===== src/rtl/hazard_stall_ctrl.sv =====
// hazard_stall_ctrl
//   Pipeline hazard controller. Produces the stall and flush controls for IF/ID,
//   ID/EX and EX/MEM, and the PC write enable. Hazards are resolved in this
//   priority order: data-memory wait, taken branch, multi-cycle EX op, load-use.
//   The block also keeps a saturating stall-cycle counter and a sticky
//   memory-timeout flag.
//
// Ports
//   clk, reset          clock; asynchronous active-high reset
//   id_rs, id_rt        source registers of the instruction in ID
//   id_uses_rs/rt       the ID instruction actually reads that source
//   ex_mem_read, ex_rd  the EX instruction is a load, and its destination register
//   branch_taken        a taken branch or jump resolved in EX
//   ex_mc_start         one-cycle pulse: a multi-cycle op entered EX
//   mem_busy            data memory not ready; the whole pipe freezes
//   pc_write_en         the PC may update
//   *_stall / *_flush   hold or clear the IF/ID, ID/EX and EX/MEM registers
//   stall_cycles        number of cycles with pc_write_en==0; saturates
//   mem_timeout         sticky; set after MEM_TIMEOUT consecutive busy cycles
module hazard_stall_ctrl #(
   parameter int REG_AW      = 5,
   parameter int MC_LATENCY  = 4,
   parameter int MEM_TIMEOUT = 64,
   parameter int PERF_W      = 16
) (
   input  logic              clk,
   input  logic              reset,
   input  logic [REG_AW-1:0] id_rs,
   input  logic [REG_AW-1:0] id_rt,
   input  logic              id_uses_rs,
   input  logic              id_uses_rt,
   input  logic              ex_mem_read,
   input  logic [REG_AW-1:0] ex_rd,
   input  logic              branch_taken,
   input  logic              ex_mc_start,
   input  logic              mem_busy,
   output logic              pc_write_en,
   output logic              if_id_stall,
   output logic              if_id_flush,
   output logic              id_ex_stall,
   output logic              id_ex_flush,
   output logic              ex_mem_stall,
   output logic              ex_mem_flush,
   output logic [PERF_W-1:0] stall_cycles,
   output logic              mem_timeout
);

   localparam int MCW = $clog2(MC_LATENCY + 1);
   localparam int BW  = $clog2(MEM_TIMEOUT + 1);

   localparam logic [0:0] ST_RUN     = 1'b0;
   localparam logic [0:0] ST_MC_WAIT = 1'b1;

   logic [0:0]     state, state_nxt;
   logic [MCW-1:0] mc_cnt, mc_cnt_nxt;
   logic [BW-1:0]  busy_cnt;
   logic           load_use;
   logic           in_run;

   assign in_run = (state == ST_RUN);

   assign load_use = ex_mem_read && (ex_rd != '0) &&
                     ((id_uses_rs && (id_rs == ex_rd)) ||
                      (id_uses_rt && (id_rt == ex_rd)));

   // Control outputs. Everything, including pc_write_en, is held low while
   // reset is asserted, so the gating is done here rather than through state.
   always_comb begin
      pc_write_en  = 1'b0;
      if_id_stall  = 1'b0;
      if_id_flush  = 1'b0;
      id_ex_stall  = 1'b0;
      id_ex_flush  = 1'b0;
      ex_mem_stall = 1'b0;
      ex_mem_flush = 1'b0;
      if (!reset) begin
         if (mem_busy) begin
            if_id_stall  = 1'b1;
            id_ex_stall  = 1'b1;
            ex_mem_stall = 1'b1;
         end else if (in_run && branch_taken) begin
            // The flush already removes the dependent instruction, so a
            // simultaneous load-use hazard needs no stall.
            pc_write_en = 1'b1;
            if_id_flush = 1'b1;
            id_ex_flush = 1'b1;
         end else if (!in_run || ex_mc_start) begin
            if_id_stall  = 1'b1;
            id_ex_stall  = 1'b1;
            ex_mem_flush = 1'b1;
         end else if (load_use) begin
            if_id_stall = 1'b1;
            id_ex_flush = 1'b1;
         end else begin
            pc_write_en = 1'b1;
         end
      end
   end

   // The cycle in which ex_mc_start is seen already counts as the first stall
   // cycle. The counter therefore loads MC_LATENCY-1, and the FSM leaves
   // MC_WAIT on the edge where the counter is 1. Memory-busy cycles freeze
   // the FSM, so they extend the wait without consuming it.
   always_comb begin
      state_nxt  = state;
      mc_cnt_nxt = mc_cnt;
      if (!mem_busy) begin
         case (state)
            ST_RUN: if (ex_mc_start) begin
               state_nxt  = ST_MC_WAIT;
               mc_cnt_nxt = MCW'(MC_LATENCY - 1);
            end
            default: if (mc_cnt == MCW'(1)) begin
               state_nxt  = ST_RUN;
               mc_cnt_nxt = '0;
            end else begin
               mc_cnt_nxt = mc_cnt - MCW'(1);
            end
         endcase
      end
   end

   always_ff @(posedge clk or posedge reset) begin
      if (reset) begin
         state  <= ST_RUN;
         mc_cnt <= '0;
      end else begin
         state  <= state_nxt;
         mc_cnt <= mc_cnt_nxt;
      end
   end

   // Consecutive-busy tracker. The flag sets on the edge where the count
   // reaches MEM_TIMEOUT, and stays set until reset.
   always_ff @(posedge clk or posedge reset) begin
      if (reset) begin
         busy_cnt    <= '0;
         mem_timeout <= 1'b0;
      end else if (mem_busy) begin
         if (busy_cnt != BW'(MEM_TIMEOUT))
            busy_cnt <= busy_cnt + BW'(1);
         if (busy_cnt == BW'(MEM_TIMEOUT - 1))
            mem_timeout <= 1'b1;
      end else begin
         busy_cnt <= '0;
      end
   end

   always_ff @(posedge clk or posedge reset) begin
      if (reset)
         stall_cycles <= '0;
      else if (!pc_write_en && (stall_cycles != '1))
         stall_cycles <= stall_cycles + PERF_W'(1);
   end

endmodule


===== config.mk =====
export PLATFORM = sky130hd
export DESIGN_NAME = hazard_stall_ctrl
export DESIGN_NICKNAME = d
export VERILOG_FILES = /design/src/rtl/hazard_stall_ctrl.sv
export SDC_FILE = /design/constraint.sdc
export NUM_CORES = 1
export LEC_CHECK = 0
export BUFFER_PORTS_ARGS = -buffer_cell sky130_fd_sc_hd__buf_2
export CAP_MARGIN = 15
export CORE_AREA = 2 2 43 84
export CTS_CLUSTER_DIAMETER = 100
export DETAILED_ROUTE_END_ITERATION = 8
export DIE_AREA = 0 0 45 86
export PLACE_DENSITY = 0.76
export SYNTH_ARGS = -nofsm -noshare
export SYNTH_HDL_FRONTEND = slang
export SYNTH_SLANG_ARGS = --single-unit

===== constraint.sdc =====
create_clock -name clk -period 2.2 [get_ports clk]
set_input_delay 0.44 -clock clk [delete_from_list [all_inputs] [get_ports clk]]
set_output_delay 0.44 -clock clk [all_outputs]
set_load 0.05 [all_outputs]

==> flow_summary.json <==
{
  "n_fill_cell": 265,
  "rsz0062_at_grt": "true",
  "layout-drive-gt1-share_pct": 31.1,
  "r2r_start": "stall_cycles[0]$_DFFE_PP0P_",
  "routabilityCongestion": 0.816,
  "wl_per_cell_microns": 13.3,
  "cpLargestDelayFamily": "simple AND/OR/NAND/NOR gates",
  "synth_commonest_cells": "28 x dfrtp_1, 22 x nor2_1, 15 x xnor2_1, 15 x xor2_1, 13 x inv_1",
  "p_int_w": 0.00128,
  "synth_most_common_cell": "dfrtp_1",
  "max-vdd-ir-drop_mv": 1.12,
  "power_frac_seq_pct": 35.6,
  "postPlaceCellArea_sq_um": 1890,
  "yosysWarnings": 0,
  "synth-edff-count": 0,
  "hold_buffers": 0,
  "power_density_nw_per_um2": 1210,
  "root_buffer": "clkbuf_8",
  "post-route-period-util_pct": 99.8,
  "die_w_microns": 45,
  "synth_xor_area_share_pct": 16.8,
  "worstMarginPinSlew_ns": 0.503,
  "regArea_sq_um": 703,
  "post-route-util_pct": 63.8,
  "drtAntennaViolNets": 0,
  "crit_path_max_fanout": 3,
  "numCtsBuffers": 3,
  "synth_top_family_by_area": "simple AND/OR/NAND/NOR gates",
  "max_stage_delay_ns": 0.53,
  "worstPathRequired_ns": 1.76,
  "htreeDepth": 1,
  "syn_area_per_cell_sq_um": 9.25,
  "dp_hpwl_mm": 2.63,
  "die_h_microns": 86,
  "arrival_ns": 1.75,
  "ios": 47,
  "fin_setup_tns_ns": 0,
  "drc": 0,
  "clkPwrFrac_pct": 16.5,
  "start_util_pct": 48.9,
  "finalHoldViolations": 0,
  "cp_cell_sequence": "buf_8 -> or4_4 -> o21ai_2 -> nand2b_4 -> nor2_4 -> a21o_1 -> buf_6",
  "core.rowCount": 29,
  "cp-end-kind": "output pin",
  "coreArea_sq_um": 3190,
  "multi_input_area_sq_um": 842,
  "final_area_sq_um": 2040,
  "io_buffers": 46,
  "grt_start_max_net_pins": 29,
  "finalSetupViolCount": 0,
  "p_switching_w": 0.00118,
  "via_per_inst": 5.37,
  "synth.distinct_cells": 27,
  "min_period_ns": 2.19,
  "wirelength_mm": 3.40,
  "p_sw_share_pct": 48.0,
  "grt_pass1_wl_mm": 5.62,
  "async_reset_ff_share_pct": 100,
  "antenna_found_initial": 0,
  "cts_tree": "built",
  "leakage_nw": 0.929,
  "grt_pass1_vias": 1404,
  "cp.buffers_inverters": 2,
  "min_path_type": "input port to async pin",
  "fin_nets": 254,
  "diodes": 0,
  "synth_area_leader_cell": "dfrtp_1",
  "finClkSkew_ns": 0.00911,
  "yosys.area_share.simple_pct": 22.3,
  "synth_nets": 197,
  "comb_power_share_pct": 47.9,
  "area_growth_pct": 30.4,
  "synth_compound_area_share_pct": 7.21,
  "clock_latency_ns": 0.28,
  "maxSlewViolCount": 0,
  "synth.top_cell.area_share_pct": 44.8,
  "syn_inst": 169,
  "slew_headroom_pct": 66.1,
  "r2r_slack_ns": 0.19,
  "worstSetupPathType": "input port to output pin",
  "cp-startpoint": "ex_rd[4]",
  "drt-initial-drc-count": 21,
  "first_pass_iters": 4,
  "ys_seq_elements": 28,
  "cts_max_path_buffers": 2,
  "total_power_w": 0.00246,
  "grt_use_total_pct": 19.0,
  "muxShareOfSynthArea_pct": 0.721,
  "status": "complete, no violations",
  "clock_sinks": 28,
  "netlist_top_cells_area": "dfrtp_1 45%, xnor2_1 8.4%, xor2_1 8.4%",
  "drv_cap": 0,
  "ys_seq_area_share_pct": 44.8,
  "path_clk_slew_ns": 0.10,
  "dieArea_sq_um": 3870,
  "num_vias": 1374,
  "synth_area_sq_um": 1560,
  "synthAdderAreaFrac_pct": 4.00,
  "max_freq_ghz": 0.456,
  "cp-start-kind": "input port",
  "synthFlopType": "dfrtp_1",
  "cpMaxStageDelayCell": "or4_4",
  "overflow": 0
}
==> worst min-delay path, stage by stage <==
cell and delay [ns]:
buf_2 0.13, inv_1 0.07, buf_4 0.33
==> stage by stage <==
step / hold slack [ns] / worst slack, ns / cells
detailed placement: 0.444 / -0.0942 / 251
global route: 0.327 / -0.0418 / 256
finish: 0.287 / 0.00542 / 256
CTS: 0.299 / -0.0316 / 255
floorplan: 0.474 / 0.0258 / 169
global placement: 0.443 / -0.0754 / 251
==> cells by family (layout without fill, tap and decap cells) <==
logic type | after synthesis | in the layout
simple gates | 72 | 72
mux | 1 | 1
fa+ha+maj | 5 | 5
buf+inv | 15 | 71
compound gates | 18 | 18
xor+xnor | 30 | 30
flops | 28 | 28
==> state kept, by name, indices dropped and copies added (netlist names) <==
register      flops
busy_cnt          7
mem_timeout       1
stall_cycles     16
state             1
mc_cnt            3
==> cells in the final DEF (no fill, tap or decap), types with 6 or more instances in the layout <==
master / count
a21oi_1: 7
buf_2: 41
buf_4: 8
dfrtp_1: 26
inv_1: 13
nand2_1: 10
nand3_1: 9
nand4_1: 6
nor2_1: 20
nor3_1: 10
xnor2_1: 15
xor2_1: 15
==> cell type report <==
class,instances,share of cell area [%]
multi-input cells,126,41.3
flip-flops and latches,28,34.5
repair buffers,54,16.4
inverters,13,2.39
clock buffers,3,2.03
well taps,31,1.90
clock inverters,1,1.47
==> worst paths after layout <==
check	to	cells past startpoint
min in group clk	mem_timeout$_DFFE_PP0P_	2
max in group asynchronous	stall_cycles[0]$_DFFE_PP0P_	3
max	if_id_stall	7
min	stall_cycles[7]$_DFFE_PP0P_	3
max reg2reg	stall_cycles[15]$_DFFE_PP0P_	8
min reg2reg	mem_timeout$_DFFE_PP0P_	2
==> power groups by stage <==
stage / registers [W] / clock network (W) / logic, W
floorplan: 0.00131 / 0 / 0.000428
global placement: 0.000883 / 0 / 0.00115
detailed placement: 0.000885 / 0 / 0.00117
CTS: 0.000875 / 0.000413 / 0.00118
global route: 0.000901 / 0.000438 / 0.00127
finish: 0.000875 / 0.000406 / 0.00118
==> routing by layer <==
layer  global-route usage (%)  vias up  share of wire [%]
met5                        0        -                  0
met4                     6.95        0                1.5
met3                     4.00        5                4.4
met2                     35.1       42                 56
met1                     19.7      641                 38
li1                         -      686                  -
==> timing repair <==
action	4_1_cts	5_1_grt
endpoints found under the setup margin	2	6
gates resized for setup	6	12
setup buffers	0	1
pin swaps	0	5
(Power assumes the default switching activity.)
